`src/rtl/adc_seq_pkg.sv`:
```
`default_nettype none
// ============================================================================
// Module  : adc_seq_pkg
// Brief   : Shared state encoding and result width for the ADC averaging
//           sequencer.
// Revision: 1.0
// ============================================================================
package adc_seq_pkg;

  localparam int RES_W = 10;

  typedef enum logic [2:0] {
    ST_IDLE = 3'd0,
    ST_TRIG = 3'd1,
    ST_WAIT = 3'd2,
    ST_ACC  = 3'd3,
    ST_DONE = 3'd4
  } state_t;

endpackage
`default_nettype wire

```
`src/rtl/sync_edge_det.sv`:
```
`default_nettype none
// ============================================================================
// Module  : sync_edge_det
// Brief   : Two-flop synchroniser plus rising-edge pulse for asynchronous
//           handshake lines.
// Revision: 1.0
// ============================================================================
module sync_edge_det (
  input  logic clk,
  input  logic rst,
  input  logic async_in,
  output logic rise_pulse
);

  // [0],[1] form the synchroniser; [2] holds the previous synchronised level
  logic [2:0] sync_q;
  logic [2:0] sync_d;

  always_comb begin
    sync_d = {sync_q[1:0], async_in};
  end

  always_ff @(posedge clk or posedge rst) begin
    if (rst) begin
      sync_q <= 3'b000;
    end else begin
      sync_q <= sync_d;
    end
  end

  assign rise_pulse = sync_q[1] & ~sync_q[2];

endmodule
`default_nettype wire

```
`src/rtl/adc_avg_seq.sv`:
```
`default_nettype none
// ============================================================================
// Module  : adc_avg_seq
// Brief   : Triggers 2^LOG2_N SAR conversions, accumulates them and outputs
//           the raw sum and rounded average with a one-cycle valid strobe.
// Revision: 1.0
// ============================================================================
module adc_avg_seq
  import adc_seq_pkg::*;
#(
  parameter int LOG2_N      = 2,
  parameter int TIMEOUT_CYC = 255
) (
  input  logic                    clk,
  input  logic                    rst,
  input  logic                    start,
  input  logic                    cont,
  input  logic                    adc_done,
  input  logic [RES_W-1:0]        result,
  output logic                    st_conv,
  output logic                    busy,
  output logic [RES_W+LOG2_N-1:0] sum_out,
  output logic [RES_W-1:0]        avg_out,
  output logic                    avg_valid,
  output logic                    timeout_err
);

  localparam int              SUM_W    = RES_W + LOG2_N;
  localparam int              CNT_W    = LOG2_N + 1;
  localparam logic [CNT_W-1:0] LAST_SMP = CNT_W'((1 << LOG2_N) - 1);
  localparam logic [15:0]     TO_LAST  = 16'(TIMEOUT_CYC - 1);

  state_t             state_q, state_d;
  logic [SUM_W-1:0]   acc_q, acc_d;
  logic [CNT_W-1:0]   smp_q, smp_d;
  logic [15:0]        tmo_q, tmo_d;
  logic               st_conv_q, st_conv_d;
  logic               busy_q, busy_d;
  logic [SUM_W-1:0]   sum_q, sum_d;
  logic [RES_W-1:0]   avg_q, avg_d;
  logic               valid_q, valid_d;
  logic               err_q, err_d;
  logic               done_rise;
  logic [RES_W-1:0]   avg_calc;

  sync_edge_det u_done_sync (
    .clk        (clk),
    .rst        (rst),
    .async_in   (adc_done),
    .rise_pulse (done_rise)
  );

  // floor((acc + 2^(L-1)) / 2^L) == (acc >> L) + acc[L-1]; the max sum keeps
  // this within 10 bits, so the carry bit of the rounding add is always zero.
  if (LOG2_N == 0) begin : g_no_round
    assign avg_calc = acc_q;
  end else begin : g_round
    assign avg_calc = acc_q[SUM_W-1 -: RES_W]
                    + {{(RES_W-1){1'b0}}, acc_q[LOG2_N-1]};
  end

  always_comb begin
    state_d = state_q;
    acc_d   = acc_q;
    smp_d   = smp_q;
    tmo_d   = tmo_q;
    sum_d   = sum_q;
    avg_d   = avg_q;
    valid_d = 1'b0;
    err_d   = err_q;

    case (state_q)
      ST_IDLE: begin
        if (start) begin
          acc_d   = '0;
          smp_d   = '0;
          err_d   = 1'b0;
          state_d = ST_TRIG;
        end
      end
      ST_TRIG: begin
        tmo_d   = '0;
        state_d = ST_WAIT;
      end
      ST_WAIT: begin
        if (done_rise) begin
          state_d = ST_ACC;
        end else if (tmo_q == TO_LAST) begin
          err_d   = 1'b1;
          state_d = ST_IDLE;
        end else begin
          tmo_d = tmo_q + 16'd1;
        end
      end
      ST_ACC: begin
        acc_d   = acc_q + SUM_W'(result);
        smp_d   = smp_q + CNT_W'(1);
        state_d = (smp_q == LAST_SMP) ? ST_DONE : ST_TRIG;
      end
      ST_DONE: begin
        sum_d   = acc_q;
        avg_d   = avg_calc;
        valid_d = 1'b1;
        acc_d   = '0;
        smp_d   = '0;
        state_d = cont ? ST_TRIG : ST_IDLE;
      end
      default: begin
        state_d = ST_IDLE;
      end
    endcase

    // Status outputs are registered from the next state so they line up with it
    st_conv_d = (state_d == ST_TRIG);
    busy_d    = (state_d != ST_IDLE);
  end

  always_ff @(posedge clk or posedge rst) begin
    if (rst) begin
      state_q   <= ST_IDLE;
      acc_q     <= '0;
      smp_q     <= '0;
      tmo_q     <= '0;
      st_conv_q <= 1'b0;
      busy_q    <= 1'b0;
      sum_q     <= '0;
      avg_q     <= '0;
      valid_q   <= 1'b0;
      err_q     <= 1'b0;
    end else begin
      state_q   <= state_d;
      acc_q     <= acc_d;
      smp_q     <= smp_d;
      tmo_q     <= tmo_d;
      st_conv_q <= st_conv_d;
      busy_q    <= busy_d;
      sum_q     <= sum_d;
      avg_q     <= avg_d;
      valid_q   <= valid_d;
      err_q     <= err_d;
    end
  end

  assign st_conv     = st_conv_q;
  assign busy        = busy_q;
  assign sum_out     = sum_q;
  assign avg_out     = avg_q;
  assign avg_valid   = valid_q;
  assign timeout_err = err_q;

endmodule
`default_nettype wire

```
`config.mk`:
```
export PLATFORM = sky130hd
export DESIGN_NAME = adc_avg_seq
export DESIGN_NICKNAME = d
export VERILOG_FILES = /design/src/rtl/adc_seq_pkg.sv /design/src/rtl/sync_edge_det.sv /design/src/rtl/adc_avg_seq.sv
export SDC_FILE = /design/constraint.sdc
export NUM_CORES = 1
export LEC_CHECK = 0
export ABC_AREA = 1
export CORE_MARGIN = 5
export CORE_UTILIZATION = 50
export CTS_CLUSTER_SIZE = 12
export DETAILED_ROUTE_END_ITERATION = 10
export GPL_TIMING_DRIVEN = 0
export HOLD_SLACK_MARGIN = 0.05
export PLACE_DENSITY = 0.75
export SETUP_SLACK_MARGIN = 0.4
export SLEW_MARGIN = 20
export SYNTH_ARGS = -nofsm -noshare
export SYNTH_HDL_FRONTEND = slang
export SYNTH_SLANG_ARGS = --single-unit
```
`constraint.sdc`:
```
create_clock -name clk -period 1.9 [get_ports clk]
set_input_delay 0.285 -clock clk [delete_from_list [all_inputs] [get_ports clk]]
set_output_delay 0.285 -clock clk [all_outputs]
set_load 0.01 [all_outputs]
```
# Word-level counts from Yosys, hierarchy flattened
# Index checks and enable logic that the tools add are counted.
# word_totals
regBits	63
word_cells	54
out_inout_bits	26
inputBits	15
# classes
add_sub_neg	4
n_reduce_logical	8
eq_ne	11
bitwise_logic	2
mux	18
# ops
op	n
case mux 12 bit (3 select lines)	1
two-way mux 16 bit	2
case mux 16 bit (2 select lines)	1
adder 16 x 1 -> 16 bit (second input constant)	1
equality test 16 x 8 -> 1 bit (second input constant)	1
two-way mux 3 bit	5
case mux 3 bit (5 select lines)	1
adder 12 x 10 -> 12 bit	1
two-way mux 12 bit	1
adder 10 x 1 -> 10 bit	1
equality test 3 x 2 -> 1 bit (second input constant)	3
case mux 3 bit (3 select lines)	1
!= test 2 bit (second input constant)	4
equality test 3 x 1 -> 1 bit (second input constant)	2
nonzero test 3 bit	2
two-way mux 1 bit	5
AND reduction 4 bit	1
nonzero test 2 bit	2
adder 3 x 1 -> 3 bit (second input constant)	1
equality test 3 bit (second input constant)	1
logical NOT 3 bit	1
AND reduction 3 bit	1
case mux 1 bit (2 select lines)	1
AND reduction 2 bit	1
2 further kinds	2

# Logic depth before layout (Yosys ltp)
# Gate-level depths: netlist of the first run.
# depth
depth_word	5
depth_mapped	11
depth_no_buf	11

# By module
# Synthesis of the first run repeated with hierarchy kept, for this count alone.
# unflattened
hier_cells	482
hier_area_um2	3568.4
# modules_own_cells
mod	area_each_um2	instances	cells_each	seq_area_each_um2
adc_avg_seq	3479.6	1	476	1501.4
sync_edge_det	88.8	1	6	75.1

# Least setup slack after synthesis of the first run
# No wires, ideal clock.
# synth_timing
path_type	reg-to-reg
start	register acc_q[0]
end	register acc_q[8]
path_stages_with_launch	12
setup_slack_ns	0.333
period_less_slack_ns	1.567
n_path_buf	0
required_ns	1.774
setup_time_ns	0.126
t_arrival_ns	1.440
cell_sequence	dfrtp_1 -> ha_1 -> inv_1 -> fa_1 -> inv_1 -> nand3_1 -> nand3_1 -> nand2_1 -> nand2_1 -> nand2_1 -> nand2_1 -> o21ai_0
# synth_via
elab_chain_len	2
# synth_lines
item	line_no	text
start, declared	adc_avg_seq.sv:34	logic [SUM_W-1:0] acc_q, acc_d;
start signal, assigned	adc_avg_seq.sv:121	acc_q <= '0;
start signal, assigned	adc_avg_seq.sv:132	acc_q <= acc_d;
adder 12 x 10 -> 12 bit	adc_avg_seq.sv:96	acc_d = acc_q + SUM_W'(result);
case mux 12 bit (3 select lines)	adc_avg_seq.sv:72	case (state_q)
# Every way passes these cells.
# A chain may end at the register's enable or synchronous reset.

# Worst setup path after layout of the first run
# layout_timing
start	register tmo_q[4]
end	register tmo_q[9]
# layout_via
elab_chain_len	4
word_cells_on_any_way	7
classes_between	add/sub (1); eq/ne (2); mux (3); reduce/logical (1)
# layout_lines
item	line_no	text
start, declared	adc_avg_seq.sv:36	logic [15:0] tmo_q, tmo_d;
start signal, assigned	adc_avg_seq.sv:134	tmo_q <= tmo_d;
adder 16 x 1 -> 16 bit	adc_avg_seq.sv:92	tmo_d = tmo_q + 16'd1;
two-way mux 16 bit	adc_avg_seq.sv:88	end else if (tmo_q == TO_LAST) begin
two-way mux 16 bit	adc_avg_seq.sv:86	if (done_rise) begin
case mux 16 bit (2 select lines)	adc_avg_seq.sv:72	
# Parallel ways exist; a longest one is shown, timed or not. The select of a mux whose other input is x is not followed.

==> results of run 1 <==
[layer usage]
layer  vias to the layer above  share of wire (%)  global-route usage [%]
met5                         -                  0                       0
met4                         0                3.2                    11.3
met3                        38                6.8                    4.86
met2                       152                 52                    40.6
met1                      1699                 38                    27.9
li1                       1691                  -                       -
[final cells by class]
| type | instances | area (um^2) | area share [%] |
|---|---|---|---|
| timing repair buffer | 74 | 756 | 15.1 |
| clock inverter | 3 | 42.5 | 0.847 |
| tap | 99 | 124 | 2.47 |
| inverter | 53 | 205 | 4.09 |
| sequential | 63 | 1590 | 31.6 |
| buffer | 8 | 68.8 | 1.37 |
| clock buffer | 12 | 155 | 3.09 |
| multi-input combinational | 355 | 2080 | 41.5 |
[metrics by stage]
step / cells / hold slack (ns) / area, um^2
6_report: 667 / 0.297 / 5020
5_1_grt: 667 / 0.325 / 5020
4_1_cts: 658 / 0.302 / 4800
3_5_place_dp: 620 / 0.341 / 4180
3_3_place_gp: 618 / 0.334 / 4140
2_1_floorplan: 479 / 0.316 / 3610
[cell usage in the layout, fill, tap and decap left out, drive strengths merged, types with 2 or more instances in the layout]
cell	Yosys	routed
nand3	41	41
dfrtp	63	63
inv	53	52
or2	2	2
xnor2	4	4
a21oi	5	5
o211ai	3	3
dlygate4sd2	0	26
o21ai	23	23
clkdlybuf4s50	0	13
xor2	10	10
o22ai	6	6
clkinvlp	0	2
nor2	52	52
nand2	178	178
nand4	5	5
nor3	4	4
buf	7	40
clkbuf	1	14
ha	16	16
[state kept, by name, summed over array words and instances (netlist names)]
signal and cells:
u_done_sync.sync_q 3, smp_q 3, acc_q 12, avg_out 10, st_conv 1, state_q 3, tmo_q 16, avg_valid 1
busy 1, sum_out 12, timeout_err 1
[repair_timing]
| action | 4_1_cts | 5_1_grt |
|---|---|---|
| gates resized for setup | 72 | 41 |
| pin swaps | 18 | 15 |
| endpoints found under the setup margin | 52 | 45 |
| gates cloned | 2 | 0 |
| buffers inserted | 21 | 9 |
| hold buffers | 0 | 0 |
[report_power, final]
group | leakage, nW | switching, W | total, W | internal [W]
Combinational | 1.61 | 0.00195 | 0.00375 | 0.00180
Clock | 0.0985 | 0.000530 | 0.00120 | 0.000669
Sequential | 0.834 | 0.000344 | 0.00208 | 0.00174
Total | 2.54 | 0.00283 | 0.00704 | 0.00421
[logic make-up after synthesis]
group                      count (synthesis)  synth area share (%)
and+or+nand+nor                          283                  32.4
adders and majority gates                 17                  6.12
xor gates and xnor gates                  14                  3.41
AOI/OAI and AO/OA                         41                  6.85
buffers and inverters                     61                  7.37
DFF                                       63                  43.8
[how the worst max path moves through the flow]
stage                     slack (ns)       end       from
after global placement         -0.16  acc_q[8]  result[0]
after detailed placement       -0.19  acc_q[8]  result[0]
after floorplan                 0.40  acc_q[4]   acc_q[0]
final                           0.18  tmo_q[9]   tmo_q[4]
after CTS                       0.28  acc_q[8]   acc_q[0]
after global routing            0.16  tmo_q[9]   tmo_q[0]
==> flow_metrics.tcl, run 1 <==
set metrics [dict create \
    crit_path_max_fanout 5 \
    ctsHtreeMaxLevel 3 \
    clk_latency_ns 0.35 \
    fin_crit_ns 1.72 \
    maxSlewViolCount 0 \
    cp_num_cells 13 \
    cp_num_buf_inv 4 \
    outcome "complete, no violations" \
    rrSetupSlack_ns 0.18 \
    drt_pass1_iterations 8 \
    postLayoutCoreUtil_pct 70.4 \
    skew_ns 0.00880 \
    die_h_um 94.8 \
    synth_commonest_cells "173 x nand2_1, 63 x dfrtp_1, 52 x nor2_1" \
    rsz0062_at_grt "yes" \
    max_cap_violations 0 \
    leakage_nw 2.54 \
    setup_slack_ns 0.177 \
    antenna_found_initial 0 \
    cts_tree "built" \
    drt.antenna.violating_nets 0 \
    synthCells 479 \
    r2r-start "tmo_q[4]" \
    wire_per_inst_um 15.5 \
    slowest_stage "dfrtp_1" \
    drt_iter0_markers 222 \
    grt_usage_pct 23.6 \
    die-area_um2 8990 \
    powerDensity_nw_per_um2 1400 \
    dpl_worst_slack_ns -0.191 \
    cts.sinks 63 \
    cts.path.max_buffers 2 \
    io_pins 41 \
    start_util_pct 50.4 \
    synth.net_count 511 \
    area_growth_pct 39.6 \
    hp-class "in -> async" \
    critPathTopFamily "simple AND/OR/NAND/NOR gates" \
    via_per_inst 5.37 \
    fp-row-count 31 \
    grt_max_degree 31 \
    ys_warn_count 0 \
    relSlewSlack_pct 68.1 \
    grt_pass1_wl_um 16300 \
    finalNetCount 596 \
    synth_area_leaders "dfrtp_1 44%, nand2_1 18%, ha_1 5.6%, nand3_1 5.6%, nor2_1 5.4%" \
    synth_area_leader_cell "dfrtp_1" \
    yosysUniqueCellTypes 33 \
    period_share_pct 90.7 \
    drc 0 \
    cp-end-kind "flip-flop" \
    antennaDiodeCount 0 \
    slowest_delay_ns 0.44 \
    fin_tns_setup_ns 0 \
    final.fill_count 543 \
    drive_gt1_share_pct 24.3 \
    grt_pass1_vias 3559 \
    syn-cell-area_um2 3600 \
    tightest_slew_ns 0.478 \
    fmax_ghz 0.580 \
    hold_violations 0 \
    synth_edf_count 0 \
    vias 3580 \
    path_clk_slew_ns 0.07 \
    yosysSeqAreaShare_pct 43.8 \
    grt_overflow_total 0 \
    cpMostUsedCell "nand2_2" \
    power.total_w 0.00704 \
    core_area_um2 7140 \
    path_cells "nand2_2, inv_2, nand2_1, nor2_1, nand2_1, nand2_2, nand2_2, nand2_4, buf_6, buf_12, buf_16, nand2_2, nand2_1" \
    synth_top_area_share_pct 43.8 \
    gp_congestion 0.911 \
    ys.flop_type "dfrtp_1" \
    ys_ff_latch 63 \
    place_hpwl_um 6280 \
    fp.dieW_um 94.8 \
    r2r-end "tmo_q[9]" \
    worstSetupPathType "reg -> reg" \
    reg2reg_depth 13 \
    irDropWorstVdd_mv 0.716 \
    cts_made_buffers 9 \
    start_kind "flip-flop" \
    ys_async_sr_fraction_pct 100 \
    avgSynthCellArea_um2 7.51 \
    root_buffer "clkbuf_8" \
    port_buffers 40 \
    finalWirelength_um 10300 \
    setup_viol 0 \
    synthMostInstantiatedCell "nand2_1" \
    cp_data_arrival_time_ns 2.01 \
    required_ns 2.19 \
]
No activity file was read; power rests on OpenSTA's default activity.
==> run 2: changes to the inputs <==
REMOVE_ABC_BUFFERS = 1   (was default)
==> flow_metrics.tcl, run 2 (synthesized netlist as in run 1, its figures left out) <==
set metrics [dict create \
    fp-row-count 31 \
    multi_input_area_um2 2200 \
    period_share_pct 88.2 \
    regMostFlops "tmo_q" \
    place_hpwl_um 5770 \
    drive_gt1_share_pct 27.5 \
    final.fill_count 541 \
    hp-class "in -> async" \
    p_switching_w 0.00297 \
    p_clk_share_pct 17.7 \
    drt.antenna.violating_nets 0 \
    critPathTopFamily "buffers and inverters" \
    rsz0062_at_grt "yes" \
    path_clk_slew_ns 0.08 \
    area_growth_pct 39.9 \
    grt_max_degree 46 \
    die-area_um2 8990 \
    via_per_inst 5.38 \
    cts.sinks 63 \
    hold_slack_ns 0.242 \
    cp-end-kind "flip-flop" \
    max_cap_violations 0 \
    path_cells "clkdlybuf4s50_1, inv_1, fa_2, inv_2, nand3_2, nand3_4, nand2_1, nand2_1, nand2_1, nand2_1, o22ai_1" \
    cp_data_arrival_time_ns 1.91 \
    ctsHtreeMaxLevel 3 \
    cp_num_buf_inv 3 \
    finalNetCount 594 \
    p_int_w 0.00383 \
    setup_slack_ns 0.224 \
    postLayoutCoreUtil_pct 70.5 \
    grt_pass1_vias 3181 \
    io_pins 41 \
    drt_iter0_markers 314 \
    drt_pass1_iterations 5 \
    start_kind "input pin" \
    skew_ns 0.00846 \
    final_common_cell "nand2_1" \
    start_util_pct 50.4 \
    leakage_nw 2.49 \
    grt_pass1_wl_um 15200 \
    dpl_worst_slack_ns -0.348 \
    drc 0 \
    r2r-start "acc_q[0]" \
    fin_cells 666 \
    cts.path.max_buffers 2 \
    irDropWorstVdd_mv 0.905 \
    relSlewSlack_pct 75.5 \
    finalWirelength_um 10600 \
    dpl_cell_area_um2 4090 \
    cts_tree "built" \
    clk_latency_ns 0.35 \
    fin_crit_ns 1.68 \
    switching_share_pct 43.6 \
    cts_made_buffers 9 \
    port_buffers 40 \
    core_area_um2 7140 \
    fin_area_um2 5030 \
    root_buffer "clkbuf_8" \
    largest_register_ffs 16 \
    startpoint "result[1]" \
    antennaDiodeCount 0 \
    tightest_slew_ns 0.366 \
    hold_violations 0 \
    ctsHoldBuffers 0 \
    maxSlewViolCount 0 \
    slowest_delay_ns 0.53 \
    worstSetupPathType "in -> reg" \
    grt_usage_pct 21.8 \
    final-seq-area_um2 1590 \
    vias 3583 \
    fp.dieW_um 94.8 \
    grt_overflow_total 0 \
    gp_congestion 0.922 \
    pwr-share-comb_pct 51.1 \
    slowest_stage "clkdlybuf4s50_1" \
    wire_per_inst_um 15.9 \
    die_h_um 94.8 \
    cpMostUsedCell "nand2_1" \
    p_seq_share_pct 31.2 \
    powerDensity_nw_per_um2 1350 \
    placedCellCount 611 \
    mostFrequentLayoutCells "151 x nand2_1, 53 x dfrtp_1, 42 x nor2_1" \
    required_ns 2.13 \
    fmax_ghz 0.597 \
    setup_viol 0 \
    antenna_found_initial 0 \
    crit_path_max_fanout 4 \
    outcome "complete, no violations" \
]
[run 2: final cells by class]
class,count,area share (%)
Multi-Input combinational cell,358,43.7
Sequential cell,63,31.6
Timing Repair Buffer,76,13.5
Inverter,53,4.60
Clock buffer,11,2.81
Tap cell,99,2.46
Clock inverter,5,1.14
Timing Repair inverter,1,0.224
[run 2: power groups by stage]
stage	Clock, W	Sequential [W]	Combinational [W]
2_1_floorplan	0	0.00208	0.00145
3_3_place_gp	0	0.00204	0.00232
3_5_place_dp	0	0.00205	0.00239
4_1_cts	0.00121	0.00207	0.00285
5_1_grt	0.00128	0.00217	0.00379
6_report	0.00120	0.00212	0.00348
[run 2: per-layer routing]
layer	share of wire [%]	track usage, %
met5	0	0
met4	3.8	8.05
met3	4.7	4.70
met2	52	36.7
met1	40	27.5
[run 2: metrics by stage]
step	TNS (ns)	total power, W
final	0	0.00680
after global routing	0	0.00724
after floorplan	0	0.00353
after global placement	-73.69	0.00436
after CTS	0	0.00613
after detailed placement	-3.74	0.00444
[run 2: path summary, 6_finish.rpt]
| check | end | cells past startpoint | slack [ns] |
|---|---|---|---|
| worst max-delay path | acc_q[6] | 11 | 0.22 |
| max in group asynchronous | state_q[2] | 3 | 1.14 |
| worst max register to register | acc_q[6] | 11 | 0.23 |
| min in group clk | u_done_sync.sync_q[1] | 0 | 0.37 |
| worst min register to register | u_done_sync.sync_q[1] | 0 | 0.37 |
| worst min-delay path | tmo_q[10] | 2 | 0.24 |
[run 2: what timing repair did]
action / in CTS / in global routing
setup buffers: 7 / 28
endpoints found under the hold margin: 0 / 0
gates resized for setup: 83 / 62
pin swaps: 14 / 25
setup endpoints to repair: 76 / 36
gates cloned: 4 / 0
